**config.mk**
```make
export PLATFORM = sky130hd
export DESIGN_NAME = uart_tx
export DESIGN_NICKNAME = d
export VERILOG_FILES = /design/src/rtl/uart_tx.sv
export SDC_FILE = /design/constraint.sdc
export NUM_CORES = 1
export LEC_CHECK = 0
export BUFFER_PORTS_ARGS = -buffer_cell sky130_fd_sc_hd__buf_2
export CAP_MARGIN = 20
export CORE_MARGIN = 1
export CORE_UTILIZATION = 59
export DETAILED_ROUTE_END_ITERATION = 16
export GPL_TIMING_DRIVEN = 0
export HOLD_SLACK_MARGIN = 0.12
export MAX_ROUTING_LAYER = met4
export PLACE_DENSITY = 0.85
export SLEW_MARGIN = 15
export SYNTH_ARGS = -nofsm -noshare
export SYNTH_HDL_FRONTEND = slang
export SYNTH_SLANG_ARGS = --single-unit
```
**constraint.sdc**
```tcl
create_clock -name clk_i -period 2.4 [get_ports clk_i]
set_clock_uncertainty 0.05 [all_clocks]
set_input_delay 0 -clock clk_i [delete_from_list [all_inputs] [get_ports clk_i]]
set_output_delay 0 -clock clk_i [all_outputs]
set_load 0.02 [all_outputs]
```
**src/rtl/uart_tx.sv**
```systemverilog
// UART transmitter: start bit, LSB-first data, optional even parity, stop bits,
// paced by a shared 16x sample tick. Define UART_TX_PARITY_EN to add the parity bit.
module uart_tx #(
  parameter int WordLength   = 8,
  parameter int StopBitTicks = 16
) (
  input  logic       clk_i,
  input  logic       rst_i,
  input  logic       sample_tick_i,
  input  logic       tx_start_i,
  input  logic [7:0] din_i,
  output logic       tx_busy_o,
  output logic       tx_done_tick_o,
  output logic       tx_o
);

  localparam logic [2:0] ST_IDLE   = 3'd0;
  localparam logic [2:0] ST_START  = 3'd1;
  localparam logic [2:0] ST_DATA   = 3'd2;
`ifdef UART_TX_PARITY_EN
  localparam logic [2:0] ST_PARITY = 3'd3;
`endif
  localparam logic [2:0] ST_STOP   = 3'd4;

  localparam logic [4:0] TICK_LAST = 5'd15;
  localparam logic [4:0] STOP_LAST = 5'(StopBitTicks - 1);
  localparam logic [2:0] BIT_LAST  = 3'(WordLength - 1);

  logic [2:0] state_q, state_d;
  logic [4:0] tick_q,  tick_d;
  logic [2:0] bit_q,   bit_d;
  logic [7:0] shift_q, shift_d;
  logic       tx_q,    tx_d;
`ifdef UART_TX_PARITY_EN
  logic       parity_q, parity_d;
`endif

  // NOTE: every combinational output gets a default before the case, so no
  // path leaves a signal unassigned and no latch is inferred.
  always_comb begin
    state_d        = state_q;
    tick_d         = tick_q;
    bit_d          = bit_q;
    shift_d        = shift_q;
    tx_done_tick_o = 1'b0;
`ifdef UART_TX_PARITY_EN
    parity_d       = parity_q;
`endif

    case (state_q)
      ST_IDLE: begin
        // Acceptance needs no tick; a tick in this cycle is deliberately dropped.
        if (tx_start_i) begin
          shift_d = din_i;
          tick_d  = 5'd0;
          state_d = ST_START;
`ifdef UART_TX_PARITY_EN
          parity_d = ^din_i[WordLength-1:0];
`endif
        end
      end
      ST_START: begin
        if (sample_tick_i) begin
          if (tick_q == TICK_LAST) begin
            tick_d  = 5'd0;
            bit_d   = 3'd0;
            state_d = ST_DATA;
          end else begin
            tick_d = tick_q + 5'd1;
          end
        end
      end
      ST_DATA: begin
        if (sample_tick_i) begin
          if (tick_q == TICK_LAST) begin
            tick_d  = 5'd0;
            shift_d = {1'b0, shift_q[7:1]};
            if (bit_q == BIT_LAST) begin
`ifdef UART_TX_PARITY_EN
              state_d = ST_PARITY;
`else
              state_d = ST_STOP;
`endif
            end else begin
              bit_d = bit_q + 3'd1;
            end
          end else begin
            tick_d = tick_q + 5'd1;
          end
        end
      end
`ifdef UART_TX_PARITY_EN
      ST_PARITY: begin
        if (sample_tick_i) begin
          if (tick_q == TICK_LAST) begin
            tick_d  = 5'd0;
            state_d = ST_STOP;
          end else begin
            tick_d = tick_q + 5'd1;
          end
        end
      end
`endif
      ST_STOP: begin
        if (sample_tick_i) begin
          if (tick_q == STOP_LAST) begin
            tick_done_assign: begin
              tx_done_tick_o = 1'b1;
              tick_d         = 5'd0;
              state_d        = ST_IDLE;
            end
          end else begin
            tick_d = tick_q + 5'd1;
          end
        end
      end
      default: state_d = ST_IDLE;
    endcase
  end

  // The line level is decoded from the next state so tx_o comes straight off a flop.
  always_comb begin
    tx_d = 1'b1;
    case (state_d)
      ST_START:  tx_d = 1'b0;
      ST_DATA:   tx_d = shift_d[0];
`ifdef UART_TX_PARITY_EN
      ST_PARITY: tx_d = parity_d;
`endif
      default:   tx_d = 1'b1;
    endcase
  end

  // NOTE: sequential state uses non-blocking assignments so every flop samples
  // the pre-edge values regardless of statement order.
  always_ff @(posedge clk_i or posedge rst_i) begin
    if (rst_i) begin
      state_q  <= ST_IDLE;
      tick_q   <= 5'd0;
      bit_q    <= 3'd0;
      shift_q  <= 8'd0;
      tx_q     <= 1'b1;
`ifdef UART_TX_PARITY_EN
      parity_q <= 1'b0;
`endif
    end else begin
      state_q  <= state_d;
      tick_q   <= tick_d;
      bit_q    <= bit_d;
      shift_q  <= shift_d;
      tx_q     <= tx_d;
`ifdef UART_TX_PARITY_EN
      parity_q <= parity_d;
`endif
    end
  end

  assign tx_o      = tx_q;
  assign tx_busy_o = (state_q != ST_IDLE);

endmodule
```
---- After elaboration in Yosys (flattened, before gate mapping) ----
Index checks and enable logic that the tools add are counted.
storage, ports and cells
  flip-flop bits (word level) ............. 20
  latch bits .............................. 0
  memory bits (writable) .................. 0
  memory bits (read-only) ................. 0
  bits of input ports ..................... 12
  output and inout bits ................... 3
  logic and storage cells ................. 58
  memories kept ........................... 0
cells by class
  add/sub/neg operators ................... 2
  multiply operators ...................... 0
  divide/modulo/power cells ............... 0
  order comparisons ....................... 0
  equal/unequal tests ..................... 14
  shifts and indexed selects .............. 0
  multiplexer cells ....................... 27
  bitwise operators ....................... 0
  reduce and logical (&&, ||, !) cells .... 9
operators by type and width
  operator               count
  $mux W3                13
  $mux W8                3
  $pmux W8 S2            1
  $mux W5                3
  $ne A2 B2 Y1 const B   6
  $pmux W3 S4            1
  $pmux W5 S2            1
  $eq A3 B1 Y1 const B   2
  $eq A3 B2 Y1 const B   2
  $eq A3 B3 Y1 const B   2
  $pmux W3 S2            1
  $reduce_and A6 Y1      1
  $reduce_bool A2 Y1     3
  $add A5 B1 Y5 const B  1
  $eq A5 B4 Y1 const B   1
  $reduce_and A4 Y1      1
  $add A3 B1 Y3 const B  1
  $logic_not A3 Y1       1
  $mux W1                3
  $reduce_and A3 Y1      1
  $reduce_bool A3 Y1     1
  $reduce_or A3 Y1       1
  $ne A2 B1 Y1 const B   1
  $pmux W1 S2            1

---- Depth between registers and ports, before layout ----
Gate-level depths: netlist of the first run.
  depth in word-level cells ............... 7
  gate-level depth with buffers ........... 6
  mapped depth without buffers ............ 6

---- Worst setup path after synthesis of the first run ----
No wires, ideal clock.
  kind .................................... flip-flop to flip-flop
  start ................................... reg tick_q[0]
  end ..................................... reg shift_q[0]
  library setup time ...................... 0.120 ns
  data arrival time ....................... 1.460 ns
  data required time ...................... 2.230 ns
  setup slack ............................. 0.770 ns
  stages on the path, launching flop included .. 7
  path buffers ............................ 0
  period minus slack after synthesis ...... 1.630 ns
  cell sequence ........................... dfrtp_1 > ha_1 > nand3_2 > nor4_4 > nor2_2 > a21oi_2 > inv_1
on the way
  cells in the longest elaborated chain, start to end .. 4
ends and longest elaborated chain
  item                    RTL line  text
  start, declared         30        logic [4:0] tick_q, tick_d;
  start signal, assigned  148       tick_q <= tick_d;
  $eq A5 B4 Y1            75        if (tick_q == TICK_LAST) begin
  $mux W8                 75
  $mux W8                 74        if (sample_tick_i) begin
  $pmux W8 S2             50        case (state_q)
  named net shift_d[0]    32        logic [7:0] shift_q, shift_d;
  end signal, assigned    150       shift_q <= shift_d;
  end, declared           32
The timed path passes the listed nets, and every way through them passes these cells. The select of a mux whose other input is x is not followed.
A chain may end at the register's enable or synchronous reset.

---- Final worst setup path of the first run ----
Same ends and word-level chain as after synthesis.

==> results.sh, run 1 <==
export IMPL_status="complete, but fails checks"
export IMPL_violations="DRC"
export IMPL_dp_hpwl_um=1400
export IMPL_yosysWarnings=0
export IMPL_synth_top_family_by_area="simple AND/OR/NAND/NOR gates"
export IMPL_crit_path_cell_trace="ha_1, nand3_2, nor4_4, nor2_2, a21oi_2, inv_1"
export IMPL_period_minus_slack_ns=1.93
export IMPL_gp_congestion=0.833
export IMPL_postCtsSetupRepairBufs=0
export IMPL_numCtsBuffers=3
export IMPL_timing_final_crit_share=0.803
export IMPL_synth_seq_cells=20
export IMPL_clock_path_buffers=2
export IMPL_clock_sinks=20
export IMPL_ys_async_sr_fraction=1.00
export IMPL_synth_top_cell_by_area="dfrtp_1"
export IMPL_synth_top_flop_cell="dfrtp_1"
export IMPL_synth_xor_xnor_area_share=0.0168
export IMPL_setup_tns_ns=0
export IMPL_antenna_found_initial=0
export IMPL_synth_compound_area_frac=0.195
export IMPL_cp_max_fo=9
export IMPL_synth_top_area_share=0.455
export IMPL_syn_area_per_cell_um2=10.2
export IMPL_insertion_delay_ns=0.29
export IMPL_grt_max_degree=21
export IMPL_grt_pass1_vias=818
export IMPL_grt_usage=0.262
export IMPL_finalInstanceArea_um2=1270
export IMPL_drive_gt1_frac=0.246
export IMPL_syn_inst=102
export IMPL_finalSetupViolCount=0
export IMPL_min_path_type="input pin to async pin"
export IMPL_cpPeakStageDelay_ns=0.59
export IMPL_htree_levels=1
export IMPL_powerDensity_nw_per_um2=844
export IMPL_die_w_um=44.1
export IMPL_critical_path_required_ns=2.55
export IMPL_synth_mux_area_frac=0.0108
export IMPL_maxCapViolCount=0
export IMPL_r2r_cells=6
export IMPL_slowest_stage="nor4_4"
export IMPL_cp_start_kind="flop"
export IMPL_final_hold_violation_count=0
export IMPL_cts_tree="built"
export IMPL_grt_pass1_wl_um=3490
export IMPL_coreArea_um2=1580
export IMPL_nets=146
export IMPL_dr_total_vias=837
export IMPL_tightest_slew_ns=0.737
export IMPL_dieArea_um2=1940
export IMPL_dpl_worst_slack_ns=0.568
export IMPL_initial_core_util=0.663
export IMPL_via_per_inst=5.73
export IMPL_fin_util=0.806
export IMPL_slew_viol_final=0
export IMPL_placed_area_um2=1130
export IMPL_firstDrtPassIters=11
export IMPL_ant_nets=0
export IMPL_netlist_area_um2=1040
export IMPL_drt_wl_total_um=2110
export IMPL_p_leak_uw=0.000591
export IMPL_synth_commonest_cells="dfrtp_1, nand2_1, a22oi_1, o21ai_1"
export IMPL_synthAdderAreaFrac=0.0359
export IMPL_first_iter_violations=18
export IMPL_cts_clk_slew_worst_paths_ns=0.11
export IMPL_whs_ns=0.310
export IMPL_synth_edff_count=0
export IMPL_io_buffers=14
export IMPL_wire_per_inst_um=14.4
export IMPL_crit_type="flop to flop"
export IMPL_peakVddDrop_v=0.000784
export IMPL_setup_ws_ns=0.474
export IMPL_grt_ovfl_total=0
export IMPL_max_freq_mhz=519
export IMPL_die_y_um=44.1
export IMPL_num_rows=14
export IMPL_drc=1
export IMPL_syn_num_nets=117
export IMPL_slew_headroom=0.508
export IMPL_crit_arrival_ns=2.07
export IMPL_ys_seq_area_frac=0.480
export IMPL_antenna_cells=0
export IMPL_worst_setup_path_end_kind="flop"
export IMPL_yosys_top_cells_area="dfrtp_1, nand2_1, a22oi_1, ha_1, a22o_1"
export IMPL_cts_root_buf="clkbuf_4"
export IMPL_rsz0062_at_grt="no"
export IMPL_synth_simple_gate_area_share=0.240
export IMPL_area_delta_synth_final_pct=21.7
export IMPL_io_pins=15
export IMPL_synth_distinct_cells=37
-- logic make-up (layout without fill, tap and decap cells) --
family	after synthesis	count (layout)
simple gates	43	43
mux	1	1
flops	20	20
compound gates	28	28
buf+inv	5	33
fa+ha+maj	3	3
xor+xnor	2	2
-- registers in the layout, indices dropped and copies added, names as in the netlist --
name	cells
state_q	3
shift_q	8
tx_o	1
tick_q	5
bit_q	3
-- path summary, 6_finish.rpt --
kind	start	endpoint	slack, ns
worst min-delay path	rst_i	tick_q[3]	0.31
max in group asynchronous	rst_i	state_q[1]	1.53
worst min register to register	shift_q[4]	shift_q[4]	0.44
min in group clk_i	tx_start_i	tick_q[4]	0.34
worst max register to register	tick_q[0]	shift_q[0]	0.47
worst max-delay path	tick_q[0]	shift_q[0]	0.47
-- area by class of cell --
cell class	instances	area, um2
inverters	2	7.51
well taps	16	20.0
multi-input cells	77	520
repair buffers	24	170
clock buffers	4	36.3
plain buffers	3	15.0
flip-flops and latches	20	502
fillers	105	305
-- cell usage in the layout (no fill, tap or decap), drive strengths merged --
master,netlist,layout
o22a,1,1
or3,1,1
mux2,1,1
o21a,1,1
dlygate4sd3,0,10
nand3,2,2
and4b,1,1
a21o,2,2
clkbuf,0,4
dfrtp,19,19
nand3b,1,1
buf,3,17
inv,2,2
nor3,3,3
ha,3,3
nor4,2,2
nor2,5,5
nor3b,2,2
xor2,1,1
nand2b,4,4
nor2b,2,2
xnor2,1,1
a22oi,6,6
and2,1,1
dfstp,1,1
a22o,4,4
o21ai,8,8
nand2,19,19
a211o,1,1
a21oi,5,5
-- where the power goes --
group          total (uW)  leakage [uW]  switching [uW]  internal, uW
Clock                 191     0.0000210            99.0          92.5
Combinational         364      0.000318             199           165
Sequential            518      0.000252            68.9           449
-- worst max-delay path: cells and delay by family (launching register included) --
kind,cells,cell delay [ns]
flops,1,0.39
simple gates,3,0.89
compound gates,1,0.21
buf+inv,1,0.06
fa+ha+maj,1,0.23
-- routing by layer --
| metal | global-route usage | wire, um | vias to the layer above | part of all wire |
|---|---|---|---|---|
| met3 | 0.0286 | 40 | 2 | 0.019 |
| met4 | 0.127 | 9 | 0 | 0.0043 |
| met5 | - | 0 | - | 0 |
| li1 | - | - | 425 | - |
| met2 | 0.447 | 1110 | 11 | 0.53 |
| met1 | 0.307 | 942 | 399 | 0.45 |
-- what timing repair did --
item	4_1_cts	5_1_grt
hold endpoints to repair	29	0
hold buffers	10	0
gates resized for setup	0	0
-- through the flow --
| step | power (uW) | cells |
|---|---|---|
| detailed placement | 868 | 132 |
| global placement | 848 | 132 |
| global route | 1150 | 146 |
| floorplan | 786 | 102 |
| CTS | 1080 | 146 |
| finish | 1070 | 146 |
(Power assumes the default switching activity.)
==> run 2, diff against run 1 <==
Settings changed: CORE_UTILIZATION 59 to 55, PLACE_DENSITY 0.85 to 0.8.
Clock period 2.4 ns to 1.9 ns, I/O delays scaled along.
==> run 2 against run 1 <==
- the flow now finishes without violations
- cell area increased by 2.0%
- via count increased by 2.6%
- combinational power increased by 25%
- cell count increased by 6.8%
- sequential cell count unchanged
- clock-buffer cell count unchanged
==> results.sh, run 2 (synthesis gave the netlist of run 1 again) <==
export IMPL_first_iter_violations=10
export IMPL_initial_core_util=0.599
export IMPL_ant_nets=0
export IMPL_dp_hpwl_um=1410
export IMPL_slew_headroom=0.524
export IMPL_htree_levels=1
export IMPL_drc=0
export IMPL_peakVddDrop_v=0.000850
export IMPL_dr_total_vias=859
export IMPL_coreArea_um2=1750
export IMPL_maxCapViolCount=0
export IMPL_largest_register_ffs=8
export IMPL_rsz0062_at_grt="no"
export IMPL_cp_max_fo=6
export IMPL_die_y_um=45.6
export IMPL_cts_tree="built"
export IMPL_grt_max_degree=21
export IMPL_critical_path_required_ns=2.05
export IMPL_drt_wl_total_um=2020
export IMPL_wire_per_inst_um=12.9
export IMPL_grt_ovfl_total=0
export IMPL_numCtsBuffers=3
export IMPL_insertion_delay_ns=0.30
export IMPL_io_buffers=14
export IMPL_slew_viol_final=0
export IMPL_dpl_worst_slack_ns=-0.00175
export IMPL_nets=147
export IMPL_antenna_found_initial=0
export IMPL_powerDensity_nw_per_um2=1050
export IMPL_finalInstanceArea_um2=1300
export IMPL_period_minus_slack_ns=1.74
export IMPL_area_delta_synth_final_pct=24.1
export IMPL_clock_path_buffers=2
export IMPL_final_hold_violation_count=0
export IMPL_placed_area_um2=1150
export IMPL_dieArea_um2=2080
export IMPL_crit_type="flop to flop"
export IMPL_cp_start_kind="flop"
export IMPL_tightest_slew_ns=0.714
export IMPL_crit_arrival_ns=1.90
export IMPL_grt_pass1_wl_um=3430
export IMPL_final_cell_mix="nand2_1, dfrtp_1, buf_2"
export IMPL_antenna_cells=0
export IMPL_finalSetupViolCount=0
export IMPL_die_w_um=45.6
export IMPL_max_freq_mhz=574
export IMPL_min_path_type="input pin to async pin"
export IMPL_clock_sinks=20
export IMPL_setup_ws_ns=0.157
export IMPL_gp_congestion=0.811
export IMPL_grt_pass1_vias=835
export IMPL_largestRegisters="shift_q: 8 flops, tick_q: 5 flops"
export IMPL_p_leak_uw=0.000596
export IMPL_cts_clk_slew_worst_paths_ns=0.11
export IMPL_cts_root_buf="clkbuf_4"
export IMPL_io_pins=15
export IMPL_num_rows=15
export IMPL_worst_setup_path_end_kind="flop"
export IMPL_via_per_inst=5.51
export IMPL_top_register="shift_q"
export IMPL_timing_final_crit_share=0.917
export IMPL_firstDrtPassIters=4
export IMPL_drive_gt1_frac=0.260
export IMPL_grt_usage=0.244
export IMPL_status="complete, no violations"
## run 2: cell types whose count changed in the layout (fill, tap and decap cells not counted), sizes merged
cell	delta
buf	+1
## run 2: report_power, final
part / switching [uW] / internal (uW)
combinational: 247 / 209
clock: 130 / 117
sequential: 95.6 / 567
## run 2: final cells by class
| type | count | area (um2) |
|---|---|---|
| inverter | 2 | 7.51 |
| fill | 125 | 449 |
| multi-input combinational | 77 | 527 |
| clock buffer | 4 | 36.3 |
| buffer | 3 | 15.0 |
| sequential | 20 | 502 |
| timing repair buffer | 25 | 178 |
| tap | 25 | 31.3 |
## run 2: through the flow
stage	std cells	util	power [uW]	hold WS, ns	TNS, ns
2_1_floorplan	102	-	993	-0.0869	0
3_3_place_gp	141	0.657	1070	0.101	0
3_5_place_dp	141	0.657	1110	0.109	-0.00175
4_1_cts	155	0.735	1360	0.316	0
5_1_grt	156	0.743	1460	0.325	0
6_report	156	0.743	1370	0.293	0
## run 2: worst paths after layout
kind / from / endpoint / slack (ns) / depth (start not counted)
worst max-delay path: tick_q[0] / bit_q[0] / 0.16 / 6
worst min-delay path: rst_i / tick_q[2] / 0.29 / 3
worst max register to register: tick_q[0] / bit_q[0] / 0.16 / 6
worst min register to register: shift_q[1] / shift_q[1] / 0.45 / 2
max in group asynchronous: rst_i / state_q[0] / 1.06 / 3
min in group clk_i: tx_start_i / tick_q[2] / 0.30 / 5
## run 2: layer usage
layer	track usage	share of wire
met1	0.299	0.46
met2	0.397	0.49
met3	0.0357	0.023
met4	0.109	0.021
met5	-	0
## run 2: what timing repair did
item / CTS / global route
pin swaps: 1 / 1
buffers inserted: 0 / 1
cloned: 0 / 0
setup endpoints to repair: 2 / 3
endpoints found under the hold margin: 29 / 0
resized for setup: 0 / 1
hold buffers: 10 / 0
## run 2: critical path, cell delays in order (launching register included)
cell and delay [ns]:
dfrtp_1 0.42, ha_1 0.26, and4b_1 0.24, and2_1 0.20
o21ai_1 0.26, nor4_2 0.06, a21o_1 0.16
==> run 3, diff against run 2 <==
Settings changed: BUFFER_PORTS_ARGS -buffer_cell sky130_fd_sc_hd__buf_2 to -buffer_cell sky130_fd_sc_hd__buf_4.
==> run 3 against run 2 <==
- global-route usage rose by 0.31 points
- sequential power hardly changed
- cell area grew 4.5%
- critical path depth is the same
- total power rose by 8.9%
- sequential cell count unchanged
- maximum frequency shrank 2.5%
- clock-buffer cell count decreased by 1
- die area unchanged
- first-iteration DRC count is 90% higher
- critical endpoint unchanged
- largest cell class unchanged
- highest routed layer unchanged
==> results.sh, run 3 (synthesis gave the netlist of run 1 again) <==
export IMPL_status="complete, no violations"
export IMPL_cts_tree="built"
export IMPL_slew_headroom=0.516
export IMPL_clock_path_buffers=2
export IMPL_p_leak_uw=0.000620
export IMPL_insertion_delay_ns=0.30
export IMPL_cts_root_buf="clkbuf_4"
export IMPL_area_delta_synth_final_pct=29.7
export IMPL_ff2ff_setup_slack_ns=0.11
export IMPL_antenna_cells=0
export IMPL_drc=0
export IMPL_nets=148
export IMPL_largestRegisters="shift_q: 8 flops, tick_q: 5 flops"
export IMPL_io_buffers=14
export IMPL_r2r_end="bit_q[0]"
export IMPL_drt_wl_total_um=2150
export IMPL_first_iter_violations=19
export IMPL_r2r_cells=6
export IMPL_clock_sinks=20
export IMPL_timing_final_crit_share=0.941
export IMPL_grt_max_degree=21
export IMPL_slew_viol_final=0
export IMPL_dp_cells=141
export IMPL_grt_pass1_vias=760
export IMPL_coreArea_um2=1750
export IMPL_powerDensity_nw_per_um2=1100
export IMPL_tightest_slew_ns=0.726
export IMPL_wire_per_inst_um=13.7
export IMPL_seqPwrFrac=0.447
export IMPL_dp_hpwl_um=1340
export IMPL_num_rows=15
export IMPL_io_pins=15
export IMPL_cts_clk_slew_worst_paths_ns=0.12
export IMPL_maxCapViolCount=0
export IMPL_numCtsBuffers=3
export IMPL_dpl_worst_slack_ns=0.0333
export IMPL_fillers=120
export IMPL_final_hold_violation_count=0
export IMPL_grt_pass1_wl_um=3550
export IMPL_fin_cells=157
export IMPL_crit_start="tick_q[0]"
export IMPL_largest_register_ffs=8
export IMPL_crit_path_end="bit_q[0]"
export IMPL_finalSetupViolCount=0
export IMPL_crit_path_cell_trace="ha_1, and4b_1, and2_1, o21ai_1, nor4_2, a21o_1"
export IMPL_initial_core_util=0.599
export IMPL_fin_util=0.776
export IMPL_dieArea_um2=2080
export IMPL_combPwrFrac=0.318
export IMPL_crit_arrival_ns=1.94
export IMPL_die_w_um=45.6
export IMPL_dr_total_vias=865
export IMPL_period_minus_slack_ns=1.79
export IMPL_grt_ovfl_total=0
export IMPL_switching_share=0.325
export IMPL_final_cell_mix="nand2_1, dfrtp_1, buf_4"
export IMPL_min_path_type="input pin to flop"
export IMPL_htree_levels=1
export IMPL_cpPeakStageDelay_ns=0.42
export IMPL_whs_ns=0.309
export IMPL_r2r_start="tick_q[0]"
export IMPL_internal_power_uw=1000
export IMPL_drive_gt1_frac=0.265
export IMPL_firstDrtPassIters=4
export IMPL_die_y_um=45.6
export IMPL_total_power_uw=1490
export IMPL_setup_ws_ns=0.112
export IMPL_via_per_inst=5.51
export IMPL_ant_nets=0
export IMPL_max_freq_mhz=559
export IMPL_peakVddDrop_v=0.000901
export IMPL_cp_max_fo=6
export IMPL_gp_congestion=0.812
export IMPL_power_switching_uw=484
export IMPL_slowest_stage="dfrtp_1"
export IMPL_top_register="shift_q"
export IMPL_worst_setup_path_end_kind="flop"
export IMPL_crit_type="flop to flop"
export IMPL_cp_start_kind="flop"
export IMPL_clkPwrFrac=0.235
export IMPL_critical_path_required_ns=2.06
export IMPL_antenna_found_initial=0
export IMPL_grt_usage=0.247
## run 3: repair_timing
item | in CTS | in global routing
hold endpoints to repair | 30 | 0
setup endpoints to repair | 0 | 9
setup buffers | 0 | 2
gates resized for setup | 0 | 1
hold buffers | 10 | 0
## run 3: routing by layer
layer / global-route usage / share of wire / up-vias / wire, um
met5: - / 0 / - / 0
met4: 0.0727 / 0.0093 / 0 / 20
met2: 0.366 / 0.48 / 23 / 1040
li1: - / - / 425 / -
met3: 0.0357 / 0.027 / 4 / 58
met1: 0.351 / 0.48 / 413 / 1030
## run 3: area by class of cell
type | count | area [um2] | share of cell area
flip-flops and latches | 20 | 502 | 0.370
inverters | 2 | 7.51 | 0.00554
multi-input cells | 77 | 527 | 0.389
repair buffers | 26 | 220 | 0.163
clock inverters | 1 | 30.0 | 0.0222
clock buffers | 3 | 22.5 | 0.0166
well taps | 25 | 31.3 | 0.0231
plain buffers | 3 | 15.0 | 0.0111
## run 3: through the flow
step	area [um2]	TNS (ns)
after floorplan	1040	0
after global routing	1360	-0.00747
after detailed placement	1180	0
final	1360	0
after CTS	1330	0
after global placement	1180	0
## run 3: critical path, delay by kind of cell, from the launching register on
kind | cells | cell delay [ns]
AND/OR/NAND/NOR | 3 | 0.53
AO/OA/AOI/OAI | 2 | 0.44
flip-flops | 1 | 0.42
adder cells (fa/ha/maj) | 1 | 0.25
## run 3: worst min path at each step
stage	startpoint	end	cells past startpoint
6_report	tx_start_i	tick_q[2]	5
5_1_grt	tx_start_i	tick_q[2]	5
4_1_cts	tx_start_i	tick_q[2]	5
3_5_place_dp	rst_i	tick_q[1]	2
3_3_place_gp	rst_i	tick_q[1]	2
2_1_floorplan	rst_i	bit_q[0]	1
## run 3: power by group through the flow
stage	registers (uW)	logic [uW]	clock network, uW
after floorplan	654	340	0
after global placement	658	429	0
after detailed placement	666	446	0
after CTS	661	471	347
after global routing	682	531	367
final	666	473	350
